$ cat src/rtl/iob_eth_pkg.sv
// Shared definitions for the iob_eth memory arbiter: FSM encoding, requester
// indices and the default watchdog width.
package iob_eth_pkg;

   typedef enum logic {
      ARB_IDLE = 1'b0,
      ARB_BUSY = 1'b1
   } arb_state_t;

   localparam logic ARB_REQ_DMA = 1'b0;
   localparam logic ARB_REQ_CPU = 1'b1;

   localparam int ARB_TIMEOUT_W = 10;

endpackage

$ cat src/rtl/iob_eth_arb_rr2.sv
// Two-way round-robin picker: combinational pick from the request vector plus
// the last-winner register that breaks ties in favour of the other requester.
module iob_eth_arb_rr2
   import iob_eth_pkg::*;
(
   input  logic       clk,
   input  logic       rst,
   input  logic [1:0] req,
   input  logic       update,
   output logic       pick
);

   logic last_q;

   // NOTE: a default ahead of the branches keeps always_comb free of latches.
   always_comb begin
      pick = ARB_REQ_DMA;
      if (req == 2'b11) begin
         pick = ~last_q;
      end else if (req[1]) begin
         pick = ARB_REQ_CPU;
      end
   end

   // Resets to the CPU side so the DMA master wins the first tie.
   // NOTE: sequential state uses non-blocking assignment only.
   always_ff @(posedge clk) begin
      if (rst) begin
         last_q <= ARB_REQ_CPU;
      end else if (update) begin
         last_q <= pick;
      end
   end

endmodule

$ cat src/rtl/iob_eth_mem_arbiter.sv
// Round-robin arbiter for the shared IOb memory port (r0 = Ethernet DMA, r1 = second master).
// Optional watchdog enabled by defining IOB_ETH_ARB_TIMEOUT_EN.
module iob_eth_mem_arbiter
   import iob_eth_pkg::*;
#(
   parameter int ADDR_W    = 32,
   parameter int DATA_W    = 32,
   parameter int TIMEOUT_W = ARB_TIMEOUT_W
) (
   input  logic                clk,
   input  logic                rst,
   input  logic                r0_valid,
   input  logic [ADDR_W-1:0]   r0_addr,
   input  logic [DATA_W-1:0]   r0_wdata,
   input  logic [DATA_W/8-1:0] r0_wstrb,
   output logic [DATA_W-1:0]   r0_rdata,
   output logic                r0_ready,
   input  logic                r1_valid,
   input  logic [ADDR_W-1:0]   r1_addr,
   input  logic [DATA_W-1:0]   r1_wdata,
   input  logic [DATA_W/8-1:0] r1_wstrb,
   output logic [DATA_W-1:0]   r1_rdata,
   output logic                r1_ready,
   output logic                m_valid,
   output logic [ADDR_W-1:0]   m_addr,
   output logic [DATA_W-1:0]   m_wdata,
   output logic [DATA_W/8-1:0] m_wstrb,
   input  logic [DATA_W-1:0]   m_rdata,
   input  logic                m_ready,
   output logic                busy_o,
   output logic                grant_o,
   output logic                timeout_o
);

   arb_state_t state, state_n;
   logic       pick;
   logic       start;
   logic       wd_expire;
   logic       txn_done;

   assign start    = (state == ARB_IDLE) && (r0_valid || r1_valid);
   assign txn_done = m_ready || wd_expire;
   assign busy_o   = (state == ARB_BUSY);

   iob_eth_arb_rr2 u_rr2 (
      .clk    (clk),
      .rst    (rst),
      .req    ({r1_valid, r0_valid}),
      .update (start),
      .pick   (pick)
   );

   always_ff @(posedge clk) begin
      if (rst) begin
         state   <= ARB_IDLE;
         grant_o <= ARB_REQ_DMA;
      end else begin
         state <= state_n;
         if (start) begin
            grant_o <= pick;
         end
      end
   end

   // The grant is held even if the requester drops valid; only m_ready or the
   // watchdog ends a transaction, so the owner always sees its ready pulse.
   always_comb begin
      state_n  = state;
      m_valid  = 1'b0;
      m_addr   = '0;
      m_wdata  = '0;
      m_wstrb  = '0;
      r0_ready = 1'b0;
      r0_rdata = '0;
      r1_ready = 1'b0;
      r1_rdata = '0;
      case (state)
         ARB_IDLE: begin
            if (start) begin
               state_n = ARB_BUSY;
            end
         end
         ARB_BUSY: begin
            if (grant_o == ARB_REQ_DMA) begin
               m_valid  = r0_valid;
               m_addr   = r0_addr;
               m_wdata  = r0_wdata;
               m_wstrb  = r0_wstrb;
               r0_ready = txn_done;
               r0_rdata = m_ready ? m_rdata : '0;
            end else begin
               m_valid  = r1_valid;
               m_addr   = r1_addr;
               m_wdata  = r1_wdata;
               m_wstrb  = r1_wstrb;
               r1_ready = txn_done;
               r1_rdata = m_ready ? m_rdata : '0;
            end
            if (txn_done) begin
               state_n = ARB_IDLE;
            end
         end
         default: state_n = ARB_IDLE;
      endcase
   end

`ifdef IOB_ETH_ARB_TIMEOUT_EN
   logic [TIMEOUT_W-1:0] wd_cnt;
   logic                 timeout_q;

   // A late m_ready on the terminal count wins: expiry requires !m_ready.
   assign wd_expire = (state == ARB_BUSY) && !m_ready && (wd_cnt == '1);
   assign timeout_o = timeout_q;

   always_ff @(posedge clk) begin
      if (rst) begin
         wd_cnt    <= '0;
         timeout_q <= 1'b0;
      end else begin
         if (state == ARB_IDLE) begin
            wd_cnt <= '0;
         end else if (!m_ready) begin
            wd_cnt <= wd_cnt + 1'b1;
         end
         if (wd_expire) begin
            timeout_q <= 1'b1;
         end
      end
   end
`else
   logic [TIMEOUT_W-1:0] unused_timeout_w;

   assign unused_timeout_w = '0;
   assign wd_expire        = 1'b0;
   assign timeout_o        = 1'b0;
`endif

endmodule
$ cat config.mk
export PLATFORM = sky130hd
export DESIGN_NAME = iob_eth_mem_arbiter
export DESIGN_NICKNAME = d
export VERILOG_FILES = /design/src/rtl/iob_eth_pkg.sv /design/src/rtl/iob_eth_arb_rr2.sv /design/src/rtl/iob_eth_mem_arbiter.sv
export SDC_FILE = /design/constraint.sdc
export NUM_CORES = 1
export LEC_CHECK = 0
export CAP_MARGIN = 20
export CORE_AREA = 5 5 117 119
export CTS_CLUSTER_DIAMETER = 50
export DETAILED_ROUTE_END_ITERATION = 6
export DIE_AREA = 0 0 122 124
export SLEW_MARGIN = 10
export SYNTH_ARGS = -nofsm -noshare
export SYNTH_HDL_FRONTEND = slang
export SYNTH_SLANG_ARGS = --single-unit
$ cat constraint.sdc
create_clock -name clk -period 1.3 [get_ports clk]
set_input_delay 0.26 -clock clk [delete_from_list [all_inputs] [get_ports clk]]
set_output_delay 0.26 -clock clk [all_outputs]
set_load 0.01 [all_outputs]
==> reports/results.ini <==
[clock_tree]
cts_num_sinks=3
clockRootBuffer=clkbuf_16
clk-insertion-delay-late_ns=0.23
reg_clk_slew_reported_paths_ns=0.03
ctsLongestPathBuffers=2
htreeDepth=1
tritoncts=yes
post_cts_hold_buffer_count=0
numCtsBuffers=3

[floorplan]
die_h_um=124
top_level_ports=311
design.core.area_sq_mm=0.0125
placementRows=41
dieArea_sq_mm=0.0151
initial_core_util=0.130
die_x_um=122

[drt]
vias_per_std_cell=4.04
routedWlPerCell_um=16.0
post_route_drc_violation_count=0
antenna_violating_nets_post_route=0
drt_first_pass_iters=4
drt_iter0_markers=91
vias=3166
total_routed_length_um=12600

[synthesis]
post_synthesis_instance_area_sq_mm=0.00162
post_synth.cell_area_avg_sq_um=5.79
yosysWarningCount=0
synth.yosys.seq_area_share=0.0372
ys_ff_latch=3
synth_cells=279
postSynthNetCount=452
post_synth_num_cell_types=17

[timing]
grt_setup_unrepaired=yes
fin_worst_hold_slack_ns=0.492
report.final.slew_viol_count=0
layout_worst_path_cycle_share=1.29
final_critical_path_setup_slack_ns=-0.380
total_setup_violations_reported_at_the_end_of_the_flow=135
timing.final.crit_period_ns=1.68
fin_worst_skew_ns=0.00155
timing_hold_violations_final=0
clock.fmax_mhz=595

[power]
p_sw_mw=0.814
internal_power_mw=1.56
report.power.total_mw=2.37
power.share.sequential=0.049
static-leakage-power_nw=2.31
clkPwrFrac=0.213
power_density_mw_per_mm2=462
vdd.ir_drop.worst_mv=0.214
p_comb_frac=0.738
sw_ratio=0.343

[global_routing]
grt_antenna_before_repair=1
grt_overflow_total=0
largest_net_degree_at_the_start_of_global_routing=36
global_route_wire_length_before_repair_um=17500
vias_in_the_first_global_route=3276
gr-usage-all-layers=0.147

[final_layout]
finish.instance_area_sq_mm=0.00513
most_common_cell_after_layout_fill_and_taps_aside=clkdlybuf4s50_1
fin_nets=786
num_antenna_cells=0
final_core_util=0.411
post_synthesis_to_final_layout_area_growth_pct=217
ratio_of_cells_with_drive_above_1_in_the_final_layout=0.373
commonest_cells_after_routing_fill_and_taps_aside=171 x clkdlybuf4s50_1, 111 x buf_2, 100 x nor2_1

[status]
failed_checks=negative setup slack
outcome=finished with violations

[place]
dp_hpwl_um=10200
post_dp_cell_area_sq_mm=0.00517
gp_routability_congestion=0.855
placement.io_buffers=309

[worst_setup_path]
critical_path_required_ns=1.04
setup.worst_path.start_class=flip-flop
crit_end_element=output pin
critical_path_arrival_ns=1.42
worstPathMaxFanout=17
critical_path_class=flip-flop to output pin

[job]
cap_violations=0

[min_path]
holdCritPathClass=flip-flop to flip-flop

-- registers in the layout (all words and copies together), names as in the netlist --
name and flops:
busy_o 1, u_rr2.last_q 1, grant_o 1
-- routing by layer --
| metal | GRT usage | share of wire |
|---|---|---|
| met5 | 0 | 0.0010 |
| met4 | 0.0273 | 0.0091 |
| met3 | 0.0540 | 0.12 |
| met2 | 0.291 | 0.52 |
| met1 | 0.148 | 0.34 |
-- through the flow --
| stage | TNS (ns) | setup slack [ns] | cells |
|---|---|---|---|
| floorplan | -0.408 | -0.0163 | 279 |
| global placement | -71.60 | -0.778 | 761 |
| detailed placement | -72.52 | -0.773 | 761 |
| CTS | -40.89 | -0.384 | 781 |
| global route | -43.85 | -0.424 | 784 |
| finish | -35.63 | -0.380 | 784 |
-- Yosys cell counts --
cell type / n / share of area
mux2i_1: 69 / 0.43
a32oi_1: 1 / 0.0054
buf_4: 9 / 0.042
clkbuf_1: 8 / 0.019
nor2_1: 136 / 0.32
nand2_1: 34 / 0.079
conb_1: 1 / 0.0023
a211o_1: 1 / 0.0054
buf_2: 7 / 0.022
buf_6: 3 / 0.021
inv_1: 1 / 0.0023
nor3_1: 1 / 0.0031
a211oi_1: 1 / 0.0046
nand2b_1: 2 / 0.0077
nor3b_1: 1 / 0.0046
dfxtp_1: 3 / 0.037
inv_2: 1 / 0.0023
-- power groups by stage --
stage,logic (mW),registers (mW),clock network (mW)
CTS,1.75,0.117,0.520
global placement,1.75,0.112,0
floorplan,0.635,0.112,0
finish,1.75,0.115,0.504
detailed placement,1.77,0.113,0
global route,1.88,0.117,0.521
-- worst max-delay path, stage by stage (launching register included) --
cell and delay, ns:
dfxtp_4 0.36, nand2b_2 0.24, buf_12 0.19, nor2_1 0.11, dlygate4sd2_1 0.28
-- worst paths after layout --
path | start | endpoint | slack, ns | depth (start not counted)
worst max-delay path | grant_o$_SDFFE_PP0P_ | r0_rdata[6] | -0.38 | 4
worst min register to register | u_rr2.last_q$_SDFFE_PP1P_ | u_rr2.last_q$_SDFFE_PP1P_ | 0.49 | 1
worst min-delay path | u_rr2.last_q$_SDFFE_PP1P_ | u_rr2.last_q$_SDFFE_PP1P_ | 0.49 | 1
worst max register to register | grant_o$_SDFFE_PP0P_ | grant_o$_SDFFE_PP0P_ | 0.21 | 5
-- layout make-up --
| type | instances | area [sq um] |
|---|---|---|
| Timing Repair Buffer | 356 | 3190 |
| Sequential cell | 3 | 67.6 |
| Fill cell | 1311 | 7340 |
| Multi-Input combinational cell | 247 | 1570 |
| Tap cell | 172 | 215 |
| Inverter | 2 | 7.51 |
| Clock buffer | 4 | 78.8 |
-- cells by family (layout without fill, tap and decap cells) --
family	Yosys count	in the layout	share of synthesized area
flip-flops	3	3	0.0372
AO/OA/AOI/OAI	3	3	0.0155
multiplexers	69	69	0.427
AND/OR/NAND/NOR	174	174	0.410
buffers and inverters	29	362	0.108
other	1	1	0.00232
-- repair_timing --
item                                    CTS  global route
endpoints found under the hold margin     0             0
endpoints found under the setup margin  137           137
pin swaps                                 7            10
gates resized for setup                 514            72
setup buffers                            10             6
gates cloned                              6             2
No activity file was read; power rests on OpenSTA's default activity.
